**src/rtl/apb_slave_pkg.sv**
```systemverilog
// Shared types and address-decode helpers for the APB word-register completer.
package apb_slave_pkg;

    typedef enum logic [0:0] {
        ST_IDLE   = 1'b0,
        ST_ACCESS = 1'b1
    } state_e;

    localparam logic [31:0] ID_VALUE_DEFAULT = 32'hA9B0_0001;

    // Addresses are widened to 64 bits so one helper serves any PADDR width.
    function automatic logic [7:0] addr_to_idx(input logic [63:0] addr, input int num_regs);
        logic [63:0] mask;
        mask = 64'(num_regs - 1);
        return 8'((addr >> 2) & mask);
    endfunction

    function automatic logic addr_err(input logic [63:0] addr, input logic write,
                                      input int num_regs);
        logic misaligned;
        logic out_of_range;
        logic read_only;
        misaligned   = (addr[1:0] != 2'b00);
        out_of_range = (addr >= (64'(num_regs) << 2));
        read_only    = write && (addr_to_idx(addr, num_regs) == 8'd0);
        return misaligned || out_of_range || read_only;
    endfunction

endpackage

```
**src/rtl/apb_slave_regfile_if.sv**
```systemverilog
// APB bus bundle between bridge and register file; PSTRB exists only with APB_SLAVE_PSTRB_EN.
interface apb_slave_regfile_if
    import apb_slave_pkg::*;
#(
    parameter int ADDR_WIDTH = 32,
    parameter int DATA_WIDTH = 32
);
    // Handshake: a transfer completes on the edge where PSEL, PENABLE and PREADY are all 1;
    // PSLVERR and PRDATA are meaningful only in that cycle, and the master holds
    // PADDR/PWRITE/PWDATA/PSTRB stable from SETUP through completion.
    logic                    PSEL;
    logic                    PENABLE;
    logic [ADDR_WIDTH-1:0]   PADDR;
    logic                    PWRITE;
    logic [DATA_WIDTH-1:0]   PWDATA;
`ifdef APB_SLAVE_PSTRB_EN
    logic [DATA_WIDTH/8-1:0] PSTRB;
`endif
    logic [DATA_WIDTH-1:0]   PRDATA;
    logic                    PREADY;
    logic                    PSLVERR;
    state_e                  dbg_state;

    modport master (
`ifdef APB_SLAVE_PSTRB_EN
        output PSTRB,
`endif
        output PSEL, PENABLE, PADDR, PWRITE, PWDATA,
        input  PRDATA, PREADY, PSLVERR, dbg_state
    );

    modport slave (
`ifdef APB_SLAVE_PSTRB_EN
        input  PSTRB,
`endif
        input  PSEL, PENABLE, PADDR, PWRITE, PWDATA,
        output PRDATA, PREADY, PSLVERR, dbg_state
    );

endinterface

```
**src/rtl/apb_slave_regbank.sv**
```systemverilog
// Word register storage with byte-lane write enables; register 0 reads as a fixed ID.
module apb_slave_regbank #(
    parameter int              NUM_REGS   = 8,
    parameter int              DATA_WIDTH = 32,
    parameter logic [31:0]     ID_VALUE   = 32'hA9B0_0001,
    parameter int              IDX_W      = $clog2(NUM_REGS)
) (
    input  logic                    clk,
    input  logic                    rst_n,
    input  logic                    wr_en,
    input  logic [IDX_W-1:0]        wr_idx,
    input  logic [DATA_WIDTH-1:0]   wr_data,
    input  logic [DATA_WIDTH/8-1:0] wr_strb,
    input  logic [IDX_W-1:0]        rd_idx,
    output logic [DATA_WIDTH-1:0]   rd_data
);

    logic [DATA_WIDTH-1:0] regs_q [NUM_REGS];
    logic [DATA_WIDTH-1:0] regs_d [NUM_REGS];

    always_comb begin
        regs_d = regs_q;
        if (wr_en) begin
            for (int b = 0; b < DATA_WIDTH / 8; b++) begin
                if (wr_strb[b]) begin
                    regs_d[wr_idx][8*b +: 8] = wr_data[8*b +: 8];
                end
            end
        end
        // Slot 0 is never storage; its reads come from ID_VALUE.
        regs_d[0] = '0;
    end

    always_ff @(posedge clk) begin
        if (!rst_n) begin
            for (int i = 0; i < NUM_REGS; i++) begin
                regs_q[i] <= '0;
            end
        end else begin
            regs_q <= regs_d;
        end
    end

    assign rd_data = (rd_idx == '0) ? ID_VALUE : regs_q[rd_idx];

endmodule

```
**src/rtl/apb_slave_regfile.sv**
```systemverilog
// APB completer: word register bank, fixed wait states, PSLVERR on decode errors.
// Optional byte strobes via APB_SLAVE_PSTRB_EN.
module apb_slave_regfile
    import apb_slave_pkg::*;
#(
    parameter int          ADDR_WIDTH  = 32,
    parameter int          DATA_WIDTH  = 32,
    parameter int          NUM_REGS    = 8,
    parameter int          WAIT_STATES = 1,
    parameter logic [31:0] ID_VALUE    = ID_VALUE_DEFAULT
) (
    input  logic                PCLK,
    input  logic                PRESETn,
    apb_slave_regfile_if.slave  bus
);

    localparam int IDX_W = $clog2(NUM_REGS);

    state_e                  state_d, state_q;
    logic [3:0]              cnt_d, cnt_q;
    logic [63:0]             addr_ext;
    logic [IDX_W-1:0]        idx;
    logic                    err;
    logic                    pready;
    logic                    wr_en;
    logic [DATA_WIDTH/8-1:0] wr_strb;
    logic [DATA_WIDTH-1:0]   rd_data;

    assign addr_ext = 64'(bus.PADDR);
    assign idx      = IDX_W'(addr_to_idx(addr_ext, NUM_REGS));
    assign err      = addr_err(addr_ext, bus.PWRITE, NUM_REGS);
    assign pready   = (state_q == ST_ACCESS) && (cnt_q == 4'd0);

    always_comb begin
        state_d = state_q;
        cnt_d   = cnt_q;
        case (state_q)
            ST_IDLE: begin
                if (bus.PSEL && !bus.PENABLE) begin
                    state_d = ST_ACCESS;
                    cnt_d   = 4'(WAIT_STATES);
                end
            end
            ST_ACCESS: begin
                // Losing PSEL before completion abandons the transfer.
                if (!bus.PSEL) begin
                    state_d = ST_IDLE;
                    cnt_d   = 4'd0;
                end else if (bus.PENABLE) begin
                    if (cnt_q != 4'd0) begin
                        cnt_d = cnt_q - 4'd1;
                    end else begin
                        state_d = ST_IDLE;
                    end
                end
            end
            default: begin
                state_d = ST_IDLE;
                cnt_d   = 4'd0;
            end
        endcase
    end

    always_ff @(posedge PCLK) begin
        if (!PRESETn) begin
            state_q <= ST_IDLE;
            cnt_q   <= 4'd0;
        end else begin
            state_q <= state_d;
            cnt_q   <= cnt_d;
        end
    end

`ifdef APB_SLAVE_PSTRB_EN
    assign wr_strb = bus.PSTRB;
`else
    assign wr_strb = '1;
`endif

    assign wr_en = pready && bus.PSEL && bus.PENABLE && bus.PWRITE && !err;

    apb_slave_regbank #(
        .NUM_REGS   (NUM_REGS),
        .DATA_WIDTH (DATA_WIDTH),
        .ID_VALUE   (ID_VALUE),
        .IDX_W      (IDX_W)
    ) u_regbank (
        .clk     (PCLK),
        .rst_n   (PRESETn),
        .wr_en   (wr_en),
        .wr_idx  (idx),
        .wr_data (bus.PWDATA),
        .wr_strb (wr_strb),
        .rd_idx  (idx),
        .rd_data (rd_data)
    );

    assign bus.PREADY    = pready;
    assign bus.PSLVERR   = pready && err;
    assign bus.PRDATA    = (pready && !err && !bus.PWRITE) ? rd_data : '0;
    assign bus.dbg_state = state_q;

endmodule
```
**src/flat_wrapper.sv**
```systemverilog
// flat-port wrapper written by rule: the top's interface ports become plain ports
module apb_slave_regfile_flat import apb_slave_pkg::*;
#(
    parameter int          ADDR_WIDTH  = 32,
    parameter int          DATA_WIDTH  = 32,
    parameter int          NUM_REGS    = 8,
    parameter int          WAIT_STATES = 1,
    parameter logic [31:0] ID_VALUE    = ID_VALUE_DEFAULT
)
  (PCLK, PRESETn, bus_PSEL, bus_PENABLE, bus_PADDR, bus_PWRITE, bus_PWDATA, bus_PRDATA, bus_PREADY, bus_PSLVERR, bus_dbg_state);
  apb_slave_regfile_if #(.ADDR_WIDTH(ADDR_WIDTH), .DATA_WIDTH(DATA_WIDTH)) bus_i ();
  input  logic PCLK;
  input  logic PRESETn;
  input wire logic [$bits(bus_i.PSEL)-1:0] bus_PSEL;
  input wire logic [$bits(bus_i.PENABLE)-1:0] bus_PENABLE;
  input wire logic [$bits(bus_i.PADDR)-1:0] bus_PADDR;
  input wire logic [$bits(bus_i.PWRITE)-1:0] bus_PWRITE;
  input wire logic [$bits(bus_i.PWDATA)-1:0] bus_PWDATA;
  output wire logic [$bits(bus_i.PRDATA)-1:0] bus_PRDATA;
  output wire logic [$bits(bus_i.PREADY)-1:0] bus_PREADY;
  output wire logic [$bits(bus_i.PSLVERR)-1:0] bus_PSLVERR;
  output wire logic [$bits(bus_i.dbg_state)-1:0] bus_dbg_state;
  assign bus_i.PSEL = bus_PSEL;
  assign bus_i.PENABLE = bus_PENABLE;
  assign bus_i.PADDR = bus_PADDR;
  assign bus_i.PWRITE = bus_PWRITE;
  assign bus_i.PWDATA = bus_PWDATA;
  assign bus_PRDATA = bus_i.PRDATA;
  assign bus_PREADY = bus_i.PREADY;
  assign bus_PSLVERR = bus_i.PSLVERR;
  assign bus_dbg_state = bus_i.dbg_state;
  apb_slave_regfile #(.ADDR_WIDTH(ADDR_WIDTH), .DATA_WIDTH(DATA_WIDTH), .NUM_REGS(NUM_REGS), .WAIT_STATES(WAIT_STATES), .ID_VALUE(ID_VALUE)) u_core (.PCLK(PCLK), .PRESETn(PRESETn), .bus(bus_i));
endmodule
```
**config.mk**
```make
export PLATFORM = sky130hd
export DESIGN_NAME = apb_slave_regfile_flat
export DESIGN_NICKNAME = d
export VERILOG_FILES = /design/src/rtl/apb_slave_pkg.sv /design/src/rtl/apb_slave_regfile_if.sv /design/src/rtl/apb_slave_regbank.sv /design/src/rtl/apb_slave_regfile.sv /design/src/flat_wrapper.sv
export SDC_FILE = /design/constraint.sdc
export NUM_CORES = 1
export LEC_CHECK = 0
export ABC_CLOCK_PERIOD_IN_PS = 3400
export BUFFER_PORTS_ARGS = -buffer_cell sky130_fd_sc_hd__buf_2
export CORE_UTILIZATION = 40
export DETAILED_ROUTE_END_ITERATION = 7
export HOLD_SLACK_MARGIN = 0.03
export PLACE_DENSITY_LB_ADDON = 0.15
export SYNTH_ARGS = -nofsm -noshare
export SYNTH_HDL_FRONTEND = slang
export SYNTH_SLANG_ARGS = --single-unit
```
**constraint.sdc**
```tcl
create_clock -name PCLK -period 3.4 [get_ports PCLK]
set_clock_uncertainty 0.15 [all_clocks]
set_input_delay 0.68 -clock PCLK [delete_from_list [all_inputs] [get_ports PCLK]]
set_output_delay 0.68 -clock PCLK [all_outputs]
set_load 0.05 [all_outputs]
```
* After elaboration in Yosys (flattened, before gate mapping)
Cells that the tools add are included.
Word-level totals: bits in registers 261, input port bits 69, output and inout port bits 35
Operators by class: add/subtract/negate cells 1, order comparisons 3, eq/ne operators 3, multiplexer cells 30, bitwise logic cells 2, reduce and logical (&&, ||, !) cells 22
Operators by type and width (count):
- 256-bit bitwise mux | 4
- 256-bit 2-to-1 mux | 3
- 32-bit demux with 3-bit select | 4
- 32-bit 2-to-1 mux | 5
- 32-bit binary-select mux with 3-bit select | 1
- 32-bit by 6-bit >= comparator with 1-bit output, second input constant | 1
- 24-bit 2-to-1 mux | 1
- 16-bit 2-to-1 mux | 1
- 4-bit 2-to-1 mux | 4
- 1-bit logical AND | 11
- 8-bit zero test | 1
- 8-bit 2-to-1 mux | 1
- 4-bit case mux with 2 select lines | 1
- 3-bit inequality test, second input constant | 2
- 4-bit >= comparator, second input constant | 1
- 4-bit zero test | 1
- 4-bit by 1-bit less-than comparator with 1-bit output, second input constant | 1
- 1-bit 2-to-1 mux | 4
- 3-bit inverter with 4-bit output | 1
- 4-bit nonzero test | 1
- 4-bit by 1-bit subtractor with 4-bit output, second input constant | 1
- 1-bit zero test | 3
- 3-bit zero test | 1
- 3-bit AND reduction | 1
- 5 further kinds | 6

* Longest topological paths before layout
Gate-level depths: netlist of run 1.
word-level depth 12, mapped depth 9, mapped depth without buffers 6

* Cells and area by module
Synthesis of run 1 repeated with hierarchy kept, for this count alone.
Unflattened totals: cells, all modules 1078, area total of the unflattened synthesis 10630.2 um^2
By module, submodules not included:
- apb_slave_regbank | times used 1, cells each 982, area an instance 9828.2 um^2, sequential area each 4484.3 um^2
- apb_slave_regfile | times used 1, cells each 96, area an instance 802.0 um^2, sequential area each 100.1 um^2

* Worst setup path after synthesis of run 1
OpenSTA, ideal clock, no wires.
kind register to output, from reg u_core.state_q, in the netlist u_core.bus.dbg_state, to out bus_PRDATA[1], data arrival time 3.095 ns, required time 2.570 ns, slack -0.525 ns, stages on the path, launching flop included 8, buffers on the path 3, cells stage by stage dfxtp_1 -> buf_2 -> nand4bb_1 -> buf_4 -> inv_1 -> nand4b_1 -> clkbuf_1 -> nor3_1
On the way: word-level cells in the longest chain between the ends 4
Ends and longest elaborated chain:
- from (decl) | line apb_slave_regfile.sv:19 | state_e state_d, state_q;
- from (signal assigned) | line apb_slave_regfile.sv:69 | state_q <= state_d;
- 1-bit logical AND | line apb_slave_regfile.sv:32 | assign pready = (state_q == ST_ACCESS) && (cnt_q == 4'd0);
- named net bus_PREADY | line flat_wrapper.sv:20 | output wire logic [$bits(bus_i.PREADY)-1:0] bus_PREADY;
- 1-bit logical AND (2 in series) | line apb_slave_regfile.sv:100 | assign bus.PRDATA = (pready && !err && !bus.PWRITE) ? rd_data : '0;
- 32-bit 2-to-1 mux | line apb_slave_regfile.sv:100
- to (decl) | line flat_wrapper.sv:19 | output wire logic [$bits(bus_i.PRDATA)-1:0] bus_PRDATA;
The timed path passes the listed nets, and every way through them passes these cells.

* Worst setup path after layout of run 1
from reg u_core.cnt_q[0], to out bus_PRDATA[20]
On the way: word-level cells in the longest chain between the ends 5
Ends and longest elaborated chain:
- from (decl) | line apb_slave_regfile.sv:20 | logic [3:0] cnt_d, cnt_q;
- from (signal assigned) | line apb_slave_regfile.sv:70 | cnt_q <= cnt_d;
- 4-bit zero test | line apb_slave_regfile.sv:32
- 1-bit logical AND | line apb_slave_regfile.sv:32
- 1-bit logical AND (2 in series) | line apb_slave_regfile.sv:100
- 32-bit 2-to-1 mux | line apb_slave_regfile.sv:100
Every way passes these cells.

==> results of run 1 <==
==> path summary, 6_finish.rpt <==
kind | startpoint | to | slack (ns) | depth (start not counted)
min reg2reg | u_core.u_regbank.regs_q[23] | u_core.u_regbank.regs_q[23] | 0.31 | 2
max | u_core.cnt_q[0] | bus_PRDATA[20] | 0.15 | 8
min | u_core.u_regbank.regs_q[23] | u_core.u_regbank.regs_q[23] | 0.31 | 2
max reg2reg | u_core.cnt_q[0] | u_core.u_regbank.regs_q[136] | 0.97 | 8
==> per-stage QoR <==
step | std cells | util [%] | total power, uW | setup WS (ns) | cell area (sq um)
CTS | 1553 | 48.3 | 6020 | 0.0560 | 12700
floorplan | 1112 | - | 2960 | -0.317 | 10900
finish | 1553 | 48.4 | 5970 | 0.150 | 12700
detailed placement | 1506 | 45.0 | 3110 | 0.199 | 11800
global route | 1553 | 48.4 | 6170 | 0.00915 | 12700
global placement | 1506 | 45.0 | 3120 | 0.207 | 11800
==> final cells by class <==
cell class              count  area [sq um]  area share (%)
multi-input cells         781          5730            45.2
flip-flops and latches    229          4580            36.2
repair buffers            153          1040            8.20
clock buffers              37           753            5.94
well taps                 335           419            3.31
clock inverters            10           125           0.987
inverters                   8          30.0           0.237
==> routing by layer <==
metal	track usage, %	routed length [um]
met1	29.3	14200
met2	34.7	13200
met3	2.72	1390
met4	5.69	510
met5	0	0
==> sequential cells by signal, summed over array words and instances, names as in the netlist <==
name and flops:
u_core.bus.dbg_state 1, u_core.u_regbank.regs_q 224, u_core.cnt_q 4
==> logic make-up (layout without fill, tap and decap cells) <==
kind of cell / after synthesis / in the layout / share of synthesized area, %
and+or+nand+nor: 373 / 373 / 16.1
muxes: 280 / 280 / 27.0
DFF: 229 / 229 / 42.6
AOI/OAI and AO/OA: 127 / 127 / 8.70
buffers and inverters: 102 / 208 / 5.48
adders and majority gates: 1 / 1 / 0.116
==> critical path: stages (launching register included) <==
cell and delay [ns]:
sky130_fd_sc_hd__dfxtp_1 0.31, sky130_fd_sc_hd__inv_1 0.08, sky130_fd_sc_hd__ha_1 0.26, sky130_fd_sc_hd__nand4bb_1 0.16, sky130_fd_sc_hd__inv_1 0.10, sky130_fd_sc_hd__nand4b_1 0.15, sky130_fd_sc_hd__buf_12 0.25, sky130_fd_sc_hd__a21oi_2 0.23
sky130_fd_sc_hd__buf_2 0.31
==> what timing repair did <==
action                     in CTS  in global routing
gates resized for setup         0                 12
hold buffers                    0                  0
setup endpoints to repair       0                  5
==> power by group through the flow <==
stage,combinational (uW),sequential (uW),clock [uW]
after global routing,396,2690,3080
after global placement,366,2750,0
final,364,2690,2910
after floorplan,214,2750,0
after detailed placement,365,2750,0
after CTS,366,2690,2970
==> Yosys cell counts (4+ instances only) <==
master / n / area share (%)
sky130_fd_sc_hd__a21o_1: 4 / 0.28
sky130_fd_sc_hd__a21oi_1: 23 / 1.1
sky130_fd_sc_hd__a221oi_1: 14 / 1.1
sky130_fd_sc_hd__a22o_1: 15 / 1.2
sky130_fd_sc_hd__a22oi_1: 21 / 1.5
sky130_fd_sc_hd__a31oi_1: 6 / 0.35
sky130_fd_sc_hd__buf_2: 22 / 1.0
sky130_fd_sc_hd__buf_4: 13 / 0.91
sky130_fd_sc_hd__buf_6: 13 / 1.4
sky130_fd_sc_hd__clkbuf_1: 43 / 1.5
sky130_fd_sc_hd__dfxtp_1: 229 / 43
sky130_fd_sc_hd__inv_1: 7 / 0.24
sky130_fd_sc_hd__mux2_2: 33 / 3.5
sky130_fd_sc_hd__mux2i_1: 242 / 22
sky130_fd_sc_hd__mux4_2: 5 / 1.0
sky130_fd_sc_hd__nand2_1: 282 / 9.8
sky130_fd_sc_hd__nand2b_1: 5 / 0.29
sky130_fd_sc_hd__nand3_1: 9 / 0.42
sky130_fd_sc_hd__nand4_4: 4 / 0.79
sky130_fd_sc_hd__nor2_1: 13 / 0.45
sky130_fd_sc_hd__nor2b_1: 17 / 0.99
sky130_fd_sc_hd__nor3_1: 8 / 0.37
sky130_fd_sc_hd__nor4_1: 7 / 0.41
sky130_fd_sc_hd__nor4_4: 4 / 0.79
sky130_fd_sc_hd__o21ai_0: 10 / 0.46
sky130_fd_sc_hd__o22a_1: 5 / 0.41
sky130_fd_sc_hd__o2bb2ai_1: 12 / 0.98
==> run_results.csv, run 1 <==
group,metric,value,unit
run_status,status,"complete, but fails checks",
run_status,violations,"DRC",
final_layout,post_route_cells_drive_above_1_share,22.9,%
clock_network,numClockSinks,229,
final_layout,leading_cell_type_in_the_layout_fill_and_taps_excluded,"sky130_fd_sc_hd__nand2_1",
place,routabilityCongestion,0.747,
final_layout,syn2layout_area_growth,17.8,%
global_route,maximum_number_of_pins_on_one_net_before_global_route_repair,65,
power_and_ir_drop,cellPowerDensity,471,mW/mm^2
synthesis,sequential_element_share_of_the_synthesized_area,42.6,%
global_route,grt_antenna_before_repair,0,
clock_network,cts_made_buffers,26,
timing,finalSetupViolCount,0,
clock_network,clock_latency,0.53,ns
clock_network,cts_max_level,1,
route,routed_wl,29.4,mm
final_layout,finish.net_count,1269,
floorplan,initial_core_util,41.1,%
worst_hold_path,min-delay-path-class,"flop to flop",
power_and_ir_drop,power.static_leakage,0.00593,uW
final_layout,layout.cells.most_common_list,"sky130_fd_sc_hd__nand2_1, sky130_fd_sc_hd__mux2i_1, sky130_fd_sc_hd__dfxtp_1",
clock_network,cts_tree,"yes",
run,cap_violations,0,
place,hpwl,18.1,mm
clock_network,clock_tree.buffer_depth,3,
setup_path,critPathRequiredTime,2.57,ns
route,route.vias.total,8294,
setup_path,worstPathArrival,2.42,ns
timing,slew-limit-headroom,51.9,%
setup_path,worst-setup-path-type,"flop to output port",
clock_network,postCtsSetupBuffers,0,
final_layout,fillCellCount,2459,
floorplan,design.die.area,0.0276,sq mm
synthesis,number_of_flops_mapped_to_enable_cells_by_yosys,0,
route,drc,14,
global_route,grt_pass1_vias,8189,
synthesis,ys.warnings.count,0,
place,io_buffers,103,
global_route,grt_remaining_overflow,0,
setup_path,crit_fanout,32,
route,firstDrtPassIters,7,
power_and_ir_drop,p_clk_share,48.8,%
setup_path,worst_setup_path_end_kind,"output port",
synthesis,synth.lib_cells_used.distinct,51,
global_route,globalRouteTotalUtil,21.2,%
synthesis,ys_ff_latch,229,
synthesis,syn_avg_cell_area,9.68,sq um
floorplan,dieWidth,166,um
timing,report.final.slew_viol_count,0,
route,detail_route.wl_per_cell,18.9,um
synthesis,mappedNetlistArea,0.0108,sq mm
synthesis,syn_nets,1182,
final_layout,antenna_cells,0,
timing,grt_setup_unrepaired,"false",
floorplan,die_h,166,um
timing,timing.final.crit_share,95.6,%
clock_network,root_buffer,"sky130_fd_sc_hd__clkbuf_16",
synthesis,netlist_instances,1112,
clock_network,clkSlewWorstSetupHoldPaths,0.06,ns
power_and_ir_drop,combPwrFrac,6.1,%
power_and_ir_drop,netsw,1400,uW
timing,worst_slew_pin_slew,0.722,ns
timing,max_freq,0.308,GHz
synthesis,asyncSetResetFlopFracSynth,0,%
power_and_ir_drop,vdd.ir_drop.worst,0.000276,V
route,first_iter_violations,571,
global_route,global_route_wire_length_before_repair,46.7,mm
route,drtAntennaViolNets,0,
floorplan,design.portCount,104,
floorplan,placementRows,59,
synthesis,synth_flop_cell,"sky130_fd_sc_hd__dfxtp_1",
timing,holdWs,0.307,ns
setup_path,start_kind,"flop",
timing,setup-tns-final,0,ns
power_and_ir_drop,internal_power,4570,uW
power_and_ir_drop,switching_share,23.5,%
timing,hold_violations,0,
route,post_drt_via_cell_ratio,5.34,
floorplan,area_of_the_core_region,0.0262,sq mm
timing,clock_period_minus_worst_slack,3.25,ns
power_and_ir_drop,share_seq_of_total_power,45.1,%
(Power assumes the default switching activity.)
==> run 2, diff against run 1 <==
--- a/config.mk
+++ b/config.mk
@@ -5,8 +5,10 @@
 export SDC_FILE = /design/constraint.sdc
 export NUM_CORES = 1
 export LEC_CHECK = 0
-export ABC_CLOCK_PERIOD_IN_PS = 3400
+export ABC_AREA = 1
+export ABC_CLOCK_PERIOD_IN_PS = 3000
 export BUFFER_PORTS_ARGS = -buffer_cell sky130_fd_sc_hd__buf_2
+export CORE_MARGIN = 4
 export CORE_UTILIZATION = 40
 export DETAILED_ROUTE_END_ITERATION = 7
 export HOLD_SLACK_MARGIN = 0.03
==> constraint.sdc (replaced) <==
create_clock -name PCLK -period 3 [get_ports PCLK]
set_clock_uncertainty 0.15 [all_clocks]
set_input_delay 0.6 -clock PCLK [delete_from_list [all_inputs] [get_ports PCLK]]
set_output_delay 0.6 -clock PCLK [all_outputs]
set_load 0.05 [all_outputs]
==> run 2 against run 1 <==
The flow now finishes without violations. Critical path depth increased by 2. Setup slack got worse by 0.032 ns. Sequential power increased by 13%. Hold slack worse by 0.088 ns. Utilization grew 1.3 points. Sequential share of layout area shrank 6.0 points. Die area increased by 23%. Critical endpoint is now bus_PRDATA[5]. Largest cell class unchanged.
==> run_results.csv, run 2 <==
group,metric,value,unit
timing,slew-limit-headroom,60.6,%
global_route,grt_remaining_overflow,0,
floorplan,area_of_the_core_region,0.0307,sq mm
setup_path,worstPathArrival,2.13,ns
route,post_drt_via_cell_ratio,5.02,
floorplan,initial_core_util,40.6,%
synthesis,number_of_flops_mapped_to_enable_cells_by_yosys,0,
setup_path,critPathRequiredTime,2.25,ns
place,placed_area,0.0140,sq mm
final_layout,fillCellCount,3132,
synthesis,synth.most_common_cell,"sky130_fd_sc_hd__inv_1",
setup_path,setup_slack_on_the_worst_flop_to_flop_path,0.76,ns
global_route,maximum_number_of_pins_on_one_net_before_global_route_repair,114,
final_layout,leading_cell_type_in_the_layout_fill_and_taps_excluded,"sky130_fd_sc_hd__inv_1",
synthesis,synth_largest_type_area_fraction,36.8,%
final_layout,antenna_cells,0,
timing,hold_violations,0,
worst_hold_path,source_of_the_worst_hold_timing_path,"bus_PSEL",
timing,max_freq,0.347,GHz
setup_path,r2r_start,"u_core.cnt_q[0]",
setup_path,worst_setup_path_end_kind,"output port",
setup_path,worst_path_dominant_cell_family,"buffers and inverters",
setup_path,start_kind,"flop",
clock_network,clock_tree.buffer_depth,3,
timing,worst_slew_pin_slew,0.591,ns
clock_network,cts_max_level,1,
power_and_ir_drop,cellPowerDensity,457,mW/mm^2
synthesis,mappedNetlistArea,0.0125,sq mm
final_layout,finish.instance_area,0.0152,sq mm
floorplan,die_h,184,um
floorplan,dieWidth,184,um
worst_hold_path,min-delay-path-class,"input port to flop",
floorplan,design.die.area,0.0340,sq mm
route,drc,0,
final_layout,syn2layout_area_growth,22.3,%
synthesis,syn_nets,2113,
timing,timing.final.crit_share,96.1,%
global_route,grt_antenna_before_repair,0,
final_layout,area_used_by_multi_input_combinational_logic,0.00582,sq mm
synthesis,syn_avg_cell_area,6.10,sq um
timing,finalSetupViolCount,0,
setup_path,worst-setup-path-type,"flop to output port",
synthesis,netlist_top_cells_count,"sky130_fd_sc_hd__inv_1, sky130_fd_sc_hd__nand2_1, sky130_fd_sc_hd__nor2_1",
power_and_ir_drop,power.static_leakage,0.00692,uW
timing,holdWs,0.219,ns
place,place_inst,2480,
setup_path,r2r_end,"u_core.u_regbank.regs_q[18]",
global_route,globalRouteTotalUtil,23.9,%
setup_path,slowest_delay,0.33,ns
route,detail_route.wl_per_cell,16.3,um
setup_path,crit_fanout,8,
run_status,status,"complete, no violations",
clock_network,cts_made_buffers,28,
final_layout,layout.cells.non_filler,2533,
setup_path,depth_of_the_worst_register_to_register_path,10,
floorplan,design.portCount,104,
synthesis,asyncSetResetFlopFracSynth,0,%
place,hpwl,24.5,mm
synthesis,sequential_element_share_of_the_synthesized_area,36.8,%
synthesis,ys.warnings.count,0,
global_route,global_route_wire_length_before_repair,65.8,mm
synthesis,synth_flop_cell,"sky130_fd_sc_hd__dfxtp_1",
clock_network,holdBufCountCts,0,
run,cap_violations,0,
route,first_iter_violations,962,
final_layout,finish.net_count,2189,
synthesis,synth_area_leader_cell,"sky130_fd_sc_hd__dfxtp_1",
place,io_buffers,103,
final_layout,layout.cells.most_common_list,"sky130_fd_sc_hd__inv_1, sky130_fd_sc_hd__nand2_1, sky130_fd_sc_hd__nor2_1",
clock_network,cts_tree,"yes",
place,routabilityCongestion,0.802,
synthesis,synth_top_cells_by_area,"sky130_fd_sc_hd__dfxtp_1, sky130_fd_sc_hd__inv_1, sky130_fd_sc_hd__nand2_1, sky130_fd_sc_hd__nand4_1, sky130_fd_sc_hd__nor2_1",
setup_path,cp_num_buf_inv,4,
global_route,grt_pass1_vias,11900,
setup_path,list_of_cells_traversed_by_the_critical_path,"inv_2 -> ha_4 -> nand3_4 -> nor2_4 -> inv_2 -> nor2_4 -> nand2_4 -> buf_12 -> a31oi_4 -> buf_2",
final_layout,register_bank_with_the_most_flops,"u_core.u_regbank.regs_q",
route,route.vias.total,12700,
worst_hold_path,worstHoldEndpoint,"u_core.bus.dbg_state",
clock_network,clock_latency,0.53,ns
final_layout,seqCellArea,0.00459,sq mm
final_layout,largest_register_ffs,224,
synthesis,netlist_instances,2043,
worst_hold_path,holdPathStages,3,
route,firstDrtPassIters,5,
clock_network,numClockSinks,229,
setup_path,critPathSlowestCell,"sky130_fd_sc_hd__dfxtp_2",
floorplan,placementRows,64,
timing,grt_setup_unrepaired,"false",
clock_network,clkSlewWorstSetupHoldPaths,0.05,ns
synthesis,ys_ff_latch,229,
clock_network,root_buffer,"sky130_fd_sc_hd__clkbuf_16",
timing,report.final.slew_viol_count,0,
route,routed_wl,41.3,mm
synthesis,synth.lib_cells_used.distinct,27,
power_and_ir_drop,vdd.ir_drop.worst,0.000400,V
timing,clock_period_minus_worst_slack,2.88,ns
route,drtAntennaViolNets,0,
final_layout,post_route_cells_drive_above_1_share,13.3,%
run 2: cell count changes in the layout (fill, tap and decap cells not counted), sizes merged, moves of 12 or more:
cell / previous run / this run
a22oi: 21 / 33
a22o: 15 / 0
nand4: 6 / 224
nor2b: 17 / 0
mux2: 33 / 0
nand2: 282 / 496
a31oi: 6 / 20
buf: 152 / 186
mux2i: 242 / 0
a221oi: 14 / 1
inv: 8 / 504
nor2: 14 / 273
o22ai: 1 / 42
o2bb2ai: 12 / 0
run 2: metal layers:
metal	global-route usage (%)	vias to the layer above	share of wire [%]
li1	-	6440	-
met1	33.3	5839	46
met2	39.7	371	46
met3	2.74	67	5.6
met4	6.00	0	2.4
met5	0	-	0
run 2: cell type report:
cell class / instances / share of cell area, %
Clock buffer: 46 / 5.84
Clock inverter: 2 / 0.230
Inverter: 505 / 12.4
Multi-Input combinational cell: 1168 / 38.2
Sequential cell: 229 / 30.1
Tap cell: 396 / 3.25
Timing Repair Buffer: 187 / 9.96
run 2: stage by stage:
stage	power (uW)	setup TNS (ns)	utilization [%]	worst slack, ns
2_1_floorplan	3390	-1.55	-	-0.0968
5_1_grt	7200	0	49.7	0.0267
3_5_place_dp	3610	0	45.8	0.112
3_3_place_gp	3610	0	45.8	0.109
4_1_cts	7030	-0.000766	49.8	-0.000766
6_report	6970	0	49.7	0.117
run 2: timing repair:
| item | 4_1_cts | 5_1_grt |
|---|---|---|
| cloned | 2 | 0 |
| endpoints found under the setup margin | 32 | 19 |
| gates resized for setup | 58 | 2 |
| pin swaps | 4 | 3 |
| buffers inserted | 4 | 1 |
run 2: cells by family (layout without fill, tap and decap cells):
family / count (synthesis) / count (layout) / synth area share, %
AND/OR/NAND/NOR: 1017 / 1017 / 35.5
AO/OA/AOI/OAI: 150 / 150 / 7.77
flip-flops: 229 / 229 / 36.8
buffers and inverters: 646 / 740 / 19.9
adder cells (fa/ha/maj): 1 / 1 / 0.100
run 2: worst max path at each step:
stage               startpoint                           end  slack, ns  cells after the start
2_1_floorplan     bus_PADDR[2]                bus_PRDATA[13]       -0.1                      9
3_3_place_gp     bus_PADDR[29]   u_core.u_regbank.regs_q[70]       0.11                     10
3_5_place_dp      bus_PADDR[3]  u_core.u_regbank.regs_q[104]       0.11                     11
4_1_cts        u_core.cnt_q[1]                bus_PRDATA[29]    -0.0008                     11
5_1_grt        u_core.cnt_q[0]                 bus_PRDATA[5]       0.03                     10
6_report       u_core.cnt_q[0]                 bus_PRDATA[5]       0.12                     10
run 2: power by group:
group / leakage (uW) / total [uW] / internal [uW] / switching (uW)
combinational: 0.00462 / 521 / 169 / 352
sequential: 0.00184 / 3050 / 3050 / 4.22
clock: 0.000456 / 3390 / 2080 / 1310
total: 0.00692 / 6970 / 5300 / 1670
run 2: worst register-to-register path, cell delays in order, from the launching register on:
cell                      delay (ns)
sky130_fd_sc_hd__dfxtp_2        0.33
sky130_fd_sc_hd__inv_2          0.07
sky130_fd_sc_hd__ha_4           0.15
sky130_fd_sc_hd__nand3_4        0.09
sky130_fd_sc_hd__buf_4          0.16
sky130_fd_sc_hd__nor3_4         0.14
sky130_fd_sc_hd__buf_12         0.32
sky130_fd_sc_hd__buf_12         0.37
sky130_fd_sc_hd__nand4_1        0.21
sky130_fd_sc_hd__nand2_1        0.11
sky130_fd_sc_hd__nor2_1         0.04
==> run 3, diff against run 2 <==
--- a/config.mk
+++ b/config.mk
@@ -9,10 +9,11 @@
 export ABC_CLOCK_PERIOD_IN_PS = 3000
 export BUFFER_PORTS_ARGS = -buffer_cell sky130_fd_sc_hd__buf_2
 export CORE_MARGIN = 4
-export CORE_UTILIZATION = 40
+export CORE_UTILIZATION = 60
 export DETAILED_ROUTE_END_ITERATION = 7
 export HOLD_SLACK_MARGIN = 0.03
 export PLACE_DENSITY_LB_ADDON = 0.15
+export SLEW_MARGIN = 40
 export SYNTH_ARGS = -nofsm -noshare
 export SYNTH_HDL_FRONTEND = slang
 export SYNTH_SLANG_ARGS = --single-unit
==> run 3 against run 2 <==
Via count is 2.0% higher. Clock power is 12% lower. Die area decreased by 32%. Combinational power is 4.6% lower. Count of clock-buffer cells in the layout fell by 6. Final cell count shrank 5.8%. Fmax decreased by 1.4%. Routed wire length shrank 5.6%. Utilization increased by 23 points. Final area fell by 3.1%. Global-route usage up 8.4 points. Largest power group is now sequential cells.
==> run_results.csv, run 3 (synthesis results as in run 2) <==
group,metric,value,unit
run_status,status,"complete, no violations",
route,routed_wl,39.0,mm
global_route,globalRouteTotalUtil,32.3,%
clock_network,clock_tree.buffer_depth,3,
clock_network,cts_made_buffers,25,
timing,finalSetupViolCount,0,
power_and_ir_drop,vdd.ir_drop.worst,0.000410,V
global_route,grt_pass1_vias,12000,
clock_network,clock_latency,0.52,ns
clock_network,root_buffer,"sky130_fd_sc_hd__clkbuf_16",
global_route,grt_remaining_overflow,0,
setup_path,r2r_start,"u_core.cnt_q[1]",
clock_network,cts_tree,"yes",
setup_path,worst-setup-path-type,"flop to output port",
global_route,grt_antenna_before_repair,0,
place,dp_worst_setup_slack,0.0760,ns
floorplan,dieWidth,152,um
global_route,maximum_number_of_pins_on_one_net_before_global_route_repair,114,
setup_path,r2r_end,"u_core.u_regbank.regs_q[20]",
final_layout,finish.net_count,2169,
route,detail_route.wl_per_cell,16.3,um
global_route,global_route_wire_length_before_repair,62.5,mm
final_layout,layout.cells.most_common_list,"sky130_fd_sc_hd__inv_1, sky130_fd_sc_hd__nand2_1, sky130_fd_sc_hd__nor2_1",
route,route.vias.total,13000,
setup_path,worstPathArrival,2.17,ns
timing,max_freq,0.342,GHz
final_layout,finish.instance_area,0.0148,sq mm
timing,worst_slew_pin_slew,0.599,ns
clock_network,holdBufCountCts,0,
final_layout,leading_cell_type_in_the_layout_fill_and_taps_excluded,"sky130_fd_sc_hd__inv_1",
floorplan,design.die.area,0.0231,sq mm
worst_hold_path,min-delay-path-class,"input port to flop",
setup_path,crit_fanout,8,
floorplan,area_of_the_core_region,0.0203,sq mm
floorplan,design.portCount,104,
floorplan,placementRows,52,
worst_hold_path,worstHoldEndpoint,"u_core.bus.dbg_state",
route,post_drt_via_cell_ratio,5.43,
clock_network,cts_max_level,1,
place,hpwl,22.0,mm
setup_path,setup.worst_path.start,"u_core.cnt_q[1]",
route,firstDrtPassIters,6,
timing,hold_violations,0,
power_and_ir_drop,power.static_leakage,0.00676,uW
clock_network,clkSlewWorstSetupHoldPaths,0.06,ns
setup_path,depth_of_the_worst_register_to_register_path,11,
final_layout,register_bank_with_the_most_flops,"u_core.u_regbank.regs_q",
timing,report.final.slew_viol_count,0,
timing,timing.final.crit_share,97.4,%
run,cap_violations,0,
clock_network,numClockSinks,229,
final_layout,antenna_cells,0,
floorplan,initial_core_util,61.4,%
final_layout,syn2layout_area_growth,18.5,%
place,io_buffers,103,
route,drc,0,
setup_path,worst_setup_path_end_kind,"output port",
timing,slew-limit-headroom,60.0,%
timing,clock_period_minus_worst_slack,2.92,ns
floorplan,die_h,152,um
route,drtAntennaViolNets,0,
final_layout,largest_register_ffs,224,
worst_hold_path,holdPathStages,3,
timing,setup-tns-final,0,ns
final_layout,post_route_cells_drive_above_1_share,12.2,%
setup_path,critPathRequiredTime,2.25,ns
place,routabilityCongestion,0.868,
worst_hold_path,source_of_the_worst_hold_timing_path,"bus_PSEL",
route,first_iter_violations,1249,
setup_path,start_kind,"flop",
setup_path,setup_slack_on_the_worst_flop_to_flop_path,0.71,ns
timing,post-route-worst-setup-slack,0.0765,ns
place,placed_area,0.0137,sq mm
power_and_ir_drop,cellPowerDensity,442,mW/mm^2
==> run 3: cell types whose count changed in the layout (fill, tap and decap cells not counted), sizes merged <==
cell	before	now
clkinv	2	6
bufinv	1	0
buf	186	168
inv	504	503
clkbuf	47	42
==> run 3: layout make-up <==
cell class / count / area, sq um
Clock buffer: 40 / 762
Clock inverter: 4 / 20.0
Fill cell: 1697 / 5530
Inverter: 505 / 1900
Multi-Input combinational cell: 1168 / 5770
Timing Repair Buffer: 170 / 1400
Sequential cell: 229 / 4590
Tap cell: 270 / 338
==> run 3: worst max-delay path by stage <==
stage,end,slack (ns),cells after the start
global route,bus_PRDATA[21],-0.003,10
floorplan,bus_PRDATA[13],-0.1,9
finish,bus_PRDATA[29],0.08,10
detailed placement,bus_PRDATA[30],0.08,9
global placement,bus_PRDATA[30],0.12,9
CTS,bus_PRDATA[30],-0.01,10
==> run 3: per-layer routing <==
metal	vias up	global-route usage (%)	wire length, um
met5	-	0	0
met4	0	15.4	2040
met3	156	4.49	3290
met2	575	52.5	18000
met1	5843	42.7	15700
li1	6392	-	-
==> run 3: what timing repair did <==
action	4_1_cts	5_1_grt
buffers inserted	0	2
endpoints found under the setup margin	32	32
pin swaps	1	3
hold endpoints to repair	0	0
gates resized for setup	49	13
gates cloned	3	0
==> run 3: power by group <==
| part | internal (uW) | switching (uW) |
|---|---|---|
| registers | 3050 | 4.38 |
| logic | 155 | 343 |
| clock network | 1720 | 1250 |
| total | 4930 | 1590 |
==> run 3: critical path: stages (launching register included) <==
cell and delay, ns:
sky130_fd_sc_hd__dfxtp_2 0.33, sky130_fd_sc_hd__inv_2 0.06, sky130_fd_sc_hd__ha_4 0.15, sky130_fd_sc_hd__nand3_4 0.10, sky130_fd_sc_hd__nor2_4 0.10, sky130_fd_sc_hd__inv_2 0.05
sky130_fd_sc_hd__nor2_4 0.16, sky130_fd_sc_hd__nand2_8 0.11, sky130_fd_sc_hd__buf_16 0.19, sky130_fd_sc_hd__nor2_2 0.11, sky130_fd_sc_hd__buf_2 0.26
==> run 3: through the flow <==
step | hold WS, ns | utilization, % | std cells | power, uW
final | 0.227 | 72.7 | 2386 | 6520
after global routing | 0.251 | 72.7 | 2386 | 6700
after CTS | 0.222 | 72.4 | 2384 | 6510
after detailed placement | 0.329 | 67.4 | 2337 | 3580
after global placement | 0.309 | 67.4 | 2337 | 3570
after floorplan | 0.285 | - | 2043 | 3390
